`config.mk`:
```
export PLATFORM = sky130hd
export DESIGN_NAME = am_burst_sequencer_flat
export DESIGN_NICKNAME = d
export VERILOG_FILES = /design/src/rtl/am_pkg.sv /design/src/rtl/am_burst_sequencer_if.sv /design/src/rtl/phase_mirror.sv /design/src/rtl/am_burst_sequencer.sv /design/src/flat_wrapper.sv
export SDC_FILE = /design/constraint.sdc
export NUM_CORES = 1
export LEC_CHECK = 0
export CORE_MARGIN = 2
export CORE_UTILIZATION = 35
export DETAILED_ROUTE_END_ITERATION = 12
export GPL_TIMING_DRIVEN = 1
export PLACE_DENSITY_LB_ADDON = 0.3
export SETUP_SLACK_MARGIN = 0.2
export SYNTH_ARGS = -nofsm -noshare
export SYNTH_HDL_FRONTEND = slang
export SYNTH_SLANG_ARGS = --single-unit
```
`constraint.sdc`:
```
create_clock -name clk -period 10.8 [get_ports clk]
set_clock_uncertainty 0.05 [all_clocks]
set_input_delay 2.7 -clock clk [delete_from_list [all_inputs] [get_ports clk]]
set_output_delay 2.7 -clock clk [all_outputs]
set_load 0.02 [all_outputs]
```
`src/rtl/am_pkg.sv`:
```
// am_pkg: sequencer state encoding and widths/defaults shared with the AM datapath.
package am_pkg;
  localparam int WIDTH = 13;
  localparam int PHASE_WIDTH = 32;
  localparam int BURST_WIDTH = 16;
  localparam logic [31:0] DEFAULT_STEP = 32'h33333333;
  typedef enum logic [1:0] {IDLE, ON, OFF} seq_state_t;
endpackage

```
`src/rtl/am_burst_sequencer_if.sv`:
```
// am_burst_sequencer_if: configuration valid/ready channel into the burst sequencer.
interface am_burst_sequencer_if #(
  parameter int WIDTH = am_pkg::WIDTH,
  parameter int PHASE_WIDTH = am_pkg::PHASE_WIDTH,
  parameter int BURST_WIDTH = am_pkg::BURST_WIDTH
);
  logic cfg_valid;
  logic cfg_ready;
  logic [PHASE_WIDTH-1:0] cfg_freq_step;
  logic [WIDTH-1:0] cfg_distance;
  logic [BURST_WIDTH-1:0] cfg_on_periods;
  logic [BURST_WIDTH-1:0] cfg_off_cycles;
  logic [BURST_WIDTH-1:0] cfg_bursts;
  modport master (output cfg_valid, cfg_freq_step, cfg_distance, cfg_on_periods, cfg_off_cycles, cfg_bursts, input cfg_ready);
  modport slave (input cfg_valid, cfg_freq_step, cfg_distance, cfg_on_periods, cfg_off_cycles, cfg_bursts, output cfg_ready);
endinterface

```
`src/rtl/phase_mirror.sv`:
```
// phase_mirror: shadow phase accumulator; wrap is the carry-out of the current add.
module phase_mirror #(
  parameter int W = 32
) (
  input  logic         clk,
  input  logic         reset_n,
  input  logic         en,
  input  logic         clr,
  input  logic [W-1:0] step,
  output logic         wrap
);
  logic [W-1:0] phase;
  logic [W:0] sum;
  assign sum = {1'b0, phase} + {1'b0, step};
  assign wrap = en & sum[W];
  always_ff @(posedge clk or negedge reset_n)
    if (!reset_n) phase <= '0;
    else if (clr) phase <= '0;
    else if (en) phase <= sum[W-1:0];
endmodule

```
`src/rtl/am_burst_sequencer.sv`:
```
// am_burst_sequencer: burst on/off sequencing of the AM datapath with wrap-aligned config updates.
module am_burst_sequencer #(
  parameter int WIDTH = am_pkg::WIDTH,
  parameter int PHASE_WIDTH = am_pkg::PHASE_WIDTH,
  parameter int BURST_WIDTH = am_pkg::BURST_WIDTH,
  parameter logic [PHASE_WIDTH-1:0] DEFAULT_STEP = am_pkg::DEFAULT_STEP
) (
  input  logic                   clk,
  input  logic                   reset_n,
  input  logic                   start,
  input  logic                   stop,
  am_burst_sequencer_if.slave    cfg,
  output logic                   dac_enable,
  output logic [PHASE_WIDTH-1:0] dac_freq_step,
  output logic [WIDTH-1:0]       dac_distance,
  output logic                   busy,
  output logic                   done
);
  import am_pkg::*;
  localparam logic [BURST_WIDTH-1:0] ONE = BURST_WIDTH'(1);
  seq_state_t state, n_state;
  logic [BURST_WIDTH-1:0] act_on, act_off, act_bursts, pend_on, pend_off, pend_bursts;
  logic [BURST_WIDTH-1:0] eff_on, eff_off, eff_bursts, reload;
  logic [BURST_WIDTH-1:0] period_cnt, burst_cnt, off_cnt, n_period, n_burst, n_off;
  logic [PHASE_WIDTH-1:0] pend_step;
  logic [WIDTH-1:0] pend_dist;
  logic pending, stop_req, off_first, n_stop_req, n_done, wrap, apply, accept, go;
  phase_mirror #(.W(PHASE_WIDTH)) u_mirror (
    .clk(clk), .reset_n(reset_n), .en(dac_enable), .clr(go), .step(dac_freq_step), .wrap(wrap)
  );
  assign accept = cfg.cfg_valid && cfg.cfg_ready;
  assign apply = pending && (state == IDLE || (state == ON && wrap) || (state == OFF && off_first));
  // a config applied this cycle already governs any reload made in the same cycle
  assign eff_on = apply ? pend_on : act_on;
  assign eff_off = apply ? pend_off : act_off;
  assign eff_bursts = apply ? pend_bursts : act_bursts;
  assign reload = (eff_on == '0) ? ONE : eff_on;
  assign go = state == IDLE && start && !stop;
  always_comb begin
    n_state = state;
    n_period = period_cnt;
    n_burst = burst_cnt;
    n_off = off_cnt;
    n_stop_req = stop_req;
    n_done = 1'b0;
    case (state)
      IDLE: if (go) begin
        n_state = ON;
        n_period = reload;
        n_burst = eff_bursts;
      end
      ON: begin
        n_stop_req = stop_req | stop;
        if (wrap) begin
          if (stop_req || stop || (period_cnt == ONE && burst_cnt == ONE)) begin
            n_state = IDLE;
            n_done = 1'b1;
            n_stop_req = 1'b0;
          end else if (period_cnt == ONE) begin
            n_period = reload;
            n_burst = (burst_cnt == '0) ? '0 : burst_cnt - ONE;
            if (eff_off != '0) begin
              n_state = OFF;
              n_off = eff_off;
            end
          end else n_period = period_cnt - ONE;
        end
      end
      OFF: if (stop) begin
        n_state = IDLE;
        n_done = 1'b1;
      end else if (off_cnt == ONE) begin
        n_state = ON;
        n_period = reload;
      end else n_off = off_cnt - ONE;
      default: n_state = IDLE;
    endcase
  end
  always_ff @(posedge clk or negedge reset_n)
    if (!reset_n) begin
      state <= IDLE;
      period_cnt <= '0;
      burst_cnt <= '0;
      off_cnt <= '0;
      stop_req <= 1'b0;
      off_first <= 1'b0;
      done <= 1'b0;
      busy <= 1'b0;
      dac_enable <= 1'b0;
      dac_freq_step <= DEFAULT_STEP;
      dac_distance <= '0;
      act_on <= ONE;
      act_off <= '0;
      act_bursts <= '0;
      pend_on <= '0;
      pend_off <= '0;
      pend_bursts <= '0;
      pend_step <= '0;
      pend_dist <= '0;
      pending <= 1'b0;
      cfg.cfg_ready <= 1'b1;
    end else begin
      state <= n_state;
      period_cnt <= n_period;
      burst_cnt <= n_burst;
      off_cnt <= n_off;
      stop_req <= n_stop_req;
      off_first <= n_state == OFF && state != OFF;
      done <= n_done;
      busy <= n_state != IDLE;
      dac_enable <= n_state == ON;
      if (accept) begin
        pend_step <= cfg.cfg_freq_step;
        pend_dist <= cfg.cfg_distance;
        pend_on <= cfg.cfg_on_periods;
        pend_off <= cfg.cfg_off_cycles;
        pend_bursts <= cfg.cfg_bursts;
        pending <= 1'b1;
        cfg.cfg_ready <= 1'b0;
      end
      if (apply) begin
        act_on <= pend_on;
        act_off <= pend_off;
        act_bursts <= pend_bursts;
        dac_freq_step <= pend_step;
        dac_distance <= pend_dist;
        pending <= 1'b0;
        cfg.cfg_ready <= 1'b1;
      end
    end
endmodule
```
`src/flat_wrapper.sv`:
```
// flat-port wrapper written by rule: the top's interface ports become plain ports
module am_burst_sequencer_flat import am_pkg::*;
#(
  parameter int WIDTH = am_pkg::WIDTH,
  parameter int PHASE_WIDTH = am_pkg::PHASE_WIDTH,
  parameter int BURST_WIDTH = am_pkg::BURST_WIDTH,
  parameter logic [PHASE_WIDTH-1:0] DEFAULT_STEP = am_pkg::DEFAULT_STEP
)
  (clk, reset_n, start, stop, dac_enable, dac_freq_step, dac_distance, busy, done, cfg_cfg_valid, cfg_cfg_freq_step, cfg_cfg_distance, cfg_cfg_on_periods, cfg_cfg_off_cycles, cfg_cfg_bursts, cfg_cfg_ready);
  am_burst_sequencer_if #(.WIDTH(WIDTH), .PHASE_WIDTH(PHASE_WIDTH), .BURST_WIDTH(BURST_WIDTH)) cfg_i ();
  input  logic clk;
  input  logic reset_n;
  input  logic start;
  input  logic stop;
  output logic dac_enable;
  output logic [PHASE_WIDTH-1:0] dac_freq_step;
  output logic [WIDTH-1:0] dac_distance;
  output logic busy;
  output logic done;
  input wire logic [$bits(cfg_i.cfg_valid)-1:0] cfg_cfg_valid;
  input wire logic [$bits(cfg_i.cfg_freq_step)-1:0] cfg_cfg_freq_step;
  input wire logic [$bits(cfg_i.cfg_distance)-1:0] cfg_cfg_distance;
  input wire logic [$bits(cfg_i.cfg_on_periods)-1:0] cfg_cfg_on_periods;
  input wire logic [$bits(cfg_i.cfg_off_cycles)-1:0] cfg_cfg_off_cycles;
  input wire logic [$bits(cfg_i.cfg_bursts)-1:0] cfg_cfg_bursts;
  output wire logic [$bits(cfg_i.cfg_ready)-1:0] cfg_cfg_ready;
  assign cfg_i.cfg_valid = cfg_cfg_valid;
  assign cfg_i.cfg_freq_step = cfg_cfg_freq_step;
  assign cfg_i.cfg_distance = cfg_cfg_distance;
  assign cfg_i.cfg_on_periods = cfg_cfg_on_periods;
  assign cfg_i.cfg_off_cycles = cfg_cfg_off_cycles;
  assign cfg_i.cfg_bursts = cfg_cfg_bursts;
  assign cfg_cfg_ready = cfg_i.cfg_ready;
  am_burst_sequencer #(.WIDTH(WIDTH), .PHASE_WIDTH(PHASE_WIDTH), .BURST_WIDTH(BURST_WIDTH), .DEFAULT_STEP(DEFAULT_STEP)) u_core (.clk(clk), .reset_n(reset_n), .start(start), .stop(stop), .cfg(cfg_i), .dac_enable(dac_enable), .dac_freq_step(dac_freq_step), .dac_distance(dac_distance), .busy(busy), .done(done));
endmodule
```
==> results.tsv <==
stage	metric	value	unit
yosys	synth_nets	1382	
setup_path	arrival	5.53	ns
setup_path	r2r_cells	11	
routing	ant_nets	0	
setup_path	critical_path.slowest_cell	a2111oi_2	
floorplanning	start_util	35.3	%
global_routing	gr-usage-met1	22.8	%
floorplanning	core-area	39500	um^2
outcome	status	finished clean	
routing	vias_per_cell	5.31	
setup_path	max_stage_delay	0.97	ns
layout	finalNetCount	1511	
clock_tree	postCtsResizedCells	0	
placement	gp_congestion	0.833	
placement	place_area	16000	um^2
yosys	ys_ff_latch	275	
global_routing	overflow	0	
sta	timing.hold.ws	0.425	ns
hold_path	hold_class	flop to flop	
global_routing	grt_pass1_vias	10111	
floorplanning	rows	73	
yosys	synth.distinct_cells	75	
setup_path	crit_chain	clkdlybuf4s50_1, nor2_1, o21ai_1, a2111oi_2, nand2_1, nor3_1, a211oi_1	
yosys	synth-xor-area-share	1.44	%
global_routing	met3_usage	2.22	%
yosys	synth_top_family_by_area	multiplexers	
floorplanning	die_width	204	um
power	peakVddDrop	0.118	mV
yosys	synth.area.mux_share	16.3	%
routing	vias	10180	
global_routing	grt_start_max_net_pins	144	
routing	wl_per_cell	17.4	um
sta	max_freq	194	MHz
placement	dp_slack	5.18	ns
setup_path	crit_required	11.17	ns
floorplanning	die_h	204	um
setup_path	r2r_end	u_core.period_cnt[7]	
setup_path	reg2reg_setup_slack	6.03	ns
placement	placed_cells	1861	
clock_tree	cts_root_buf	clkbuf_16	
yosys	synth-compound-area-share	14.1	%
layout	num_antenna_cells	0	
yosys	synthArstFlopShare	100	%
sta	fin_ws	5.64	ns
clock_tree	cts_setup_buffers	0	
sta	max_slew_margin	20.6	%
clock_tree	cts_sinks	275	
clock_tree	ctsHoldBuffers	0	
yosys	avgSynthCellArea	11.3	um^2
yosys	ys.warnings.count	0	
yosys	synth_enable_flop_cells	0	
yosys	yosysSeqAreaShare	49.4	%
yosys	ys_dominant_reg_cell	dfrtp_1	
routing	drc_errors	0	
routing	first_pass_iters	7	
routing	routed_wl	33300	um
layout	stdcell_count	1918	
layout	area_growth	22.1	%
global_routing	grt_antenna_before_repair	1	
power	p_per_area	312	nW/um^2
global_routing	busiest_layer	met2	
placement	dpl.hpwl	22300	um
global_routing	grt_usage	16.2	%
setup_path	critical_path.max_fanout	11	
hold_path	hold_path_end	u_core.dac_distance[1]	
placement	port_buffers	146	
setup_path	path_class	input pin to flop	
hold_path	hold_depth	1	
clock_tree	insertion_delay	0.58	ns
global_routing	grt_pass1_wl	54700	um
run	drv_cap	0	
setup_path	timing.rr.start	u_core.dac_freq_step[18]	
yosys	synthAdderAreaFrac	4.00	%
sta	drv_slew	0	
hold_path	worstHoldStart	u_core.pend_dist[1]	
global_routing	use_met2	26.2	%
yosys	syn_inst	1240	
sta	tightest_slew	1.19	ns
layout	drive_above_1_share	21.7	%
yosys	synthSimpleGateAreaFrac	12.2	%
setup_path	endpoint_kind	flop	
yosys	syn-cell-area	14000	um^2
clock_tree	cts_buffer_depth	3	
clock_tree	cts_buffers	31	
clock_tree	cts_max_level	1	
sta	fin_crit	5.16	ns
sta	min_period_over_period	47.8	%
power	leakagePower	7.12	nW
sta	hold_viol	0	
floorplanning	io_pins	147	
layout	stdcell_area	17000	um^2
floorplanning	dieArea	41500	um^2
clock_tree	cts.clk_slew.worst_paths	0.06	ns
sta	rsz0062_at_grt	no	
clock_tree	cts_tree	built	
routing	drt_iter0_markers	628	
sta	finalSetupViolations	0	
sta	setup-tns-final	0	ns
setup_path	critPathLaunchType	input pin	
==> cell families after synthesis <==
group | Yosys count
xor+xnor | 23
flops | 275
compound gates | 282
fa+ha+maj | 44
simple gates | 325
buf+inv | 87
mux | 204
==> how the worst max path moves through the flow <==
stage | from | endpoint | depth (start not counted)
3_5_place_dp | stop | u_core.off_cnt[9] | 7
6_report | stop | u_core.off_cnt[13] | 7
4_1_cts | stop | u_core.off_cnt[13] | 7
3_3_place_gp | stop | u_core.off_cnt[7] | 7
2_1_floorplan | stop | u_core.off_cnt[7] | 7
5_1_grt | stop | u_core.off_cnt[9] | 7
==> flip-flops by register name, indices dropped and copies added, names as in the netlist, 16 cells and up <==
name and count:
u_core.act_bursts 16, u_core.act_off 16, u_core.act_on 16, u_core.burst_cnt 16, u_core.dac_freq_step 32, u_core.off_cnt 16, u_core.pend_bursts 16, u_core.pend_off 16
u_core.pend_on 16, u_core.pend_step 32, u_core.period_cnt 16, u_core.u_mirror.phase 32
==> metrics by stage <==
| step | utilization [%] | total power, mW |
|---|---|---|
| floorplan | - | 3.51 |
| global placement | 40.3 | 4.15 |
| detailed placement | 40.3 | 4.21 |
| CTS | 43.1 | 5.37 |
| global route | 43.1 | 5.70 |
| finish | 43.1 | 5.31 |
==> worst max-delay path, delay by kind of cell <==
| kind | cells | cell delay (ns) |
|---|---|---|
| compound gates | 3 | 1.24 |
| simple gates | 3 | 1.05 |
| buf+inv | 1 | 0.54 |
==> cells in the mapped netlist, types with 4 or more instances <==
cell,n,share of area (%)
a211o_1,4,0.25
a211oi_1,18,0.97
a211oi_2,8,0.72
a21o_1,19,1.0
a21oi_1,59,2.1
a22o_1,21,1.3
a31oi_1,8,0.36
and2_1,6,0.27
and3_1,10,0.45
buf_2,16,0.57
clkbuf_1,43,1.2
dfrtp_1,257,46
dfstp_2,18,3.4
ha_1,43,3.9
inv_1,22,0.59
mux2_2,186,15
mux2i_1,18,1.3
nand2_1,58,1.6
nand2b_1,5,0.22
nand3_1,29,1.0
nand3b_1,4,0.22
nand4_1,14,0.63
nor2_1,69,1.9
nor2b_1,10,0.45
nor3_1,53,1.9
nor3b_1,8,0.43
nor4_1,21,0.94
nor4b_1,8,0.50
o211ai_1,8,0.43
o21a_1,5,0.27
o21ai_0,63,2.3
o21ai_1,5,0.18
o21bai_1,4,0.22
o22a_1,4,0.25
o22ai_1,6,0.27
o2bb2ai_1,15,0.94
or2_2,5,0.22
or3_1,10,0.45
or4_1,4,0.22
xnor2_1,17,1.1
xor2_1,6,0.38
==> per-layer routing <==
metal / routed length [um] / share of wire [%]
met3: 1240 / 3.7
met5: 13 / 0.039
met4: 707 / 2.1
met2: 15200 / 46
met1: 16100 / 48
==> report_power, final <==
group | switching, mW | leakage (nW) | internal [mW]
Sequential | 0.326 | 3.26 | 1.54
Clock | 0.433 | 0.540 | 0.691
Combinational | 1.20 | 3.32 | 1.11
==> layout make-up <==
cell class,instances,area (um^2)
timing repair buffer,159,1580
clock inverter,15,209
sequential,275,6900
clock buffer,42,887
inverter,24,90.1
tap,525,657
fill,3729,22500
multi-input combinational,878,6720
==> layout by cell type, fill, tap and decap left out, types with 17 or more instances in the layout <==
cell type        netlist  final
nand2_1               58     57
clkdlybuf4s50_1        0    145
inv_1                 22     22
nor4_1                21     21
ha_1                  43     43
a211oi_1              18     18
clkbuf_16              0     31
xnor2_1               17     17
dfrtp_1              257    257
mux2_2               186    186
nor3_1                53     53
a22o_1                21     21
dfstp_2               18     18
nand3_1               29     29
o21ai_0               63     63
mux2i_1               18     18
a21oi_1               59     59
nor2_1                69     69
a21o_1                19     19
Power figures use the tool's default switching activity.
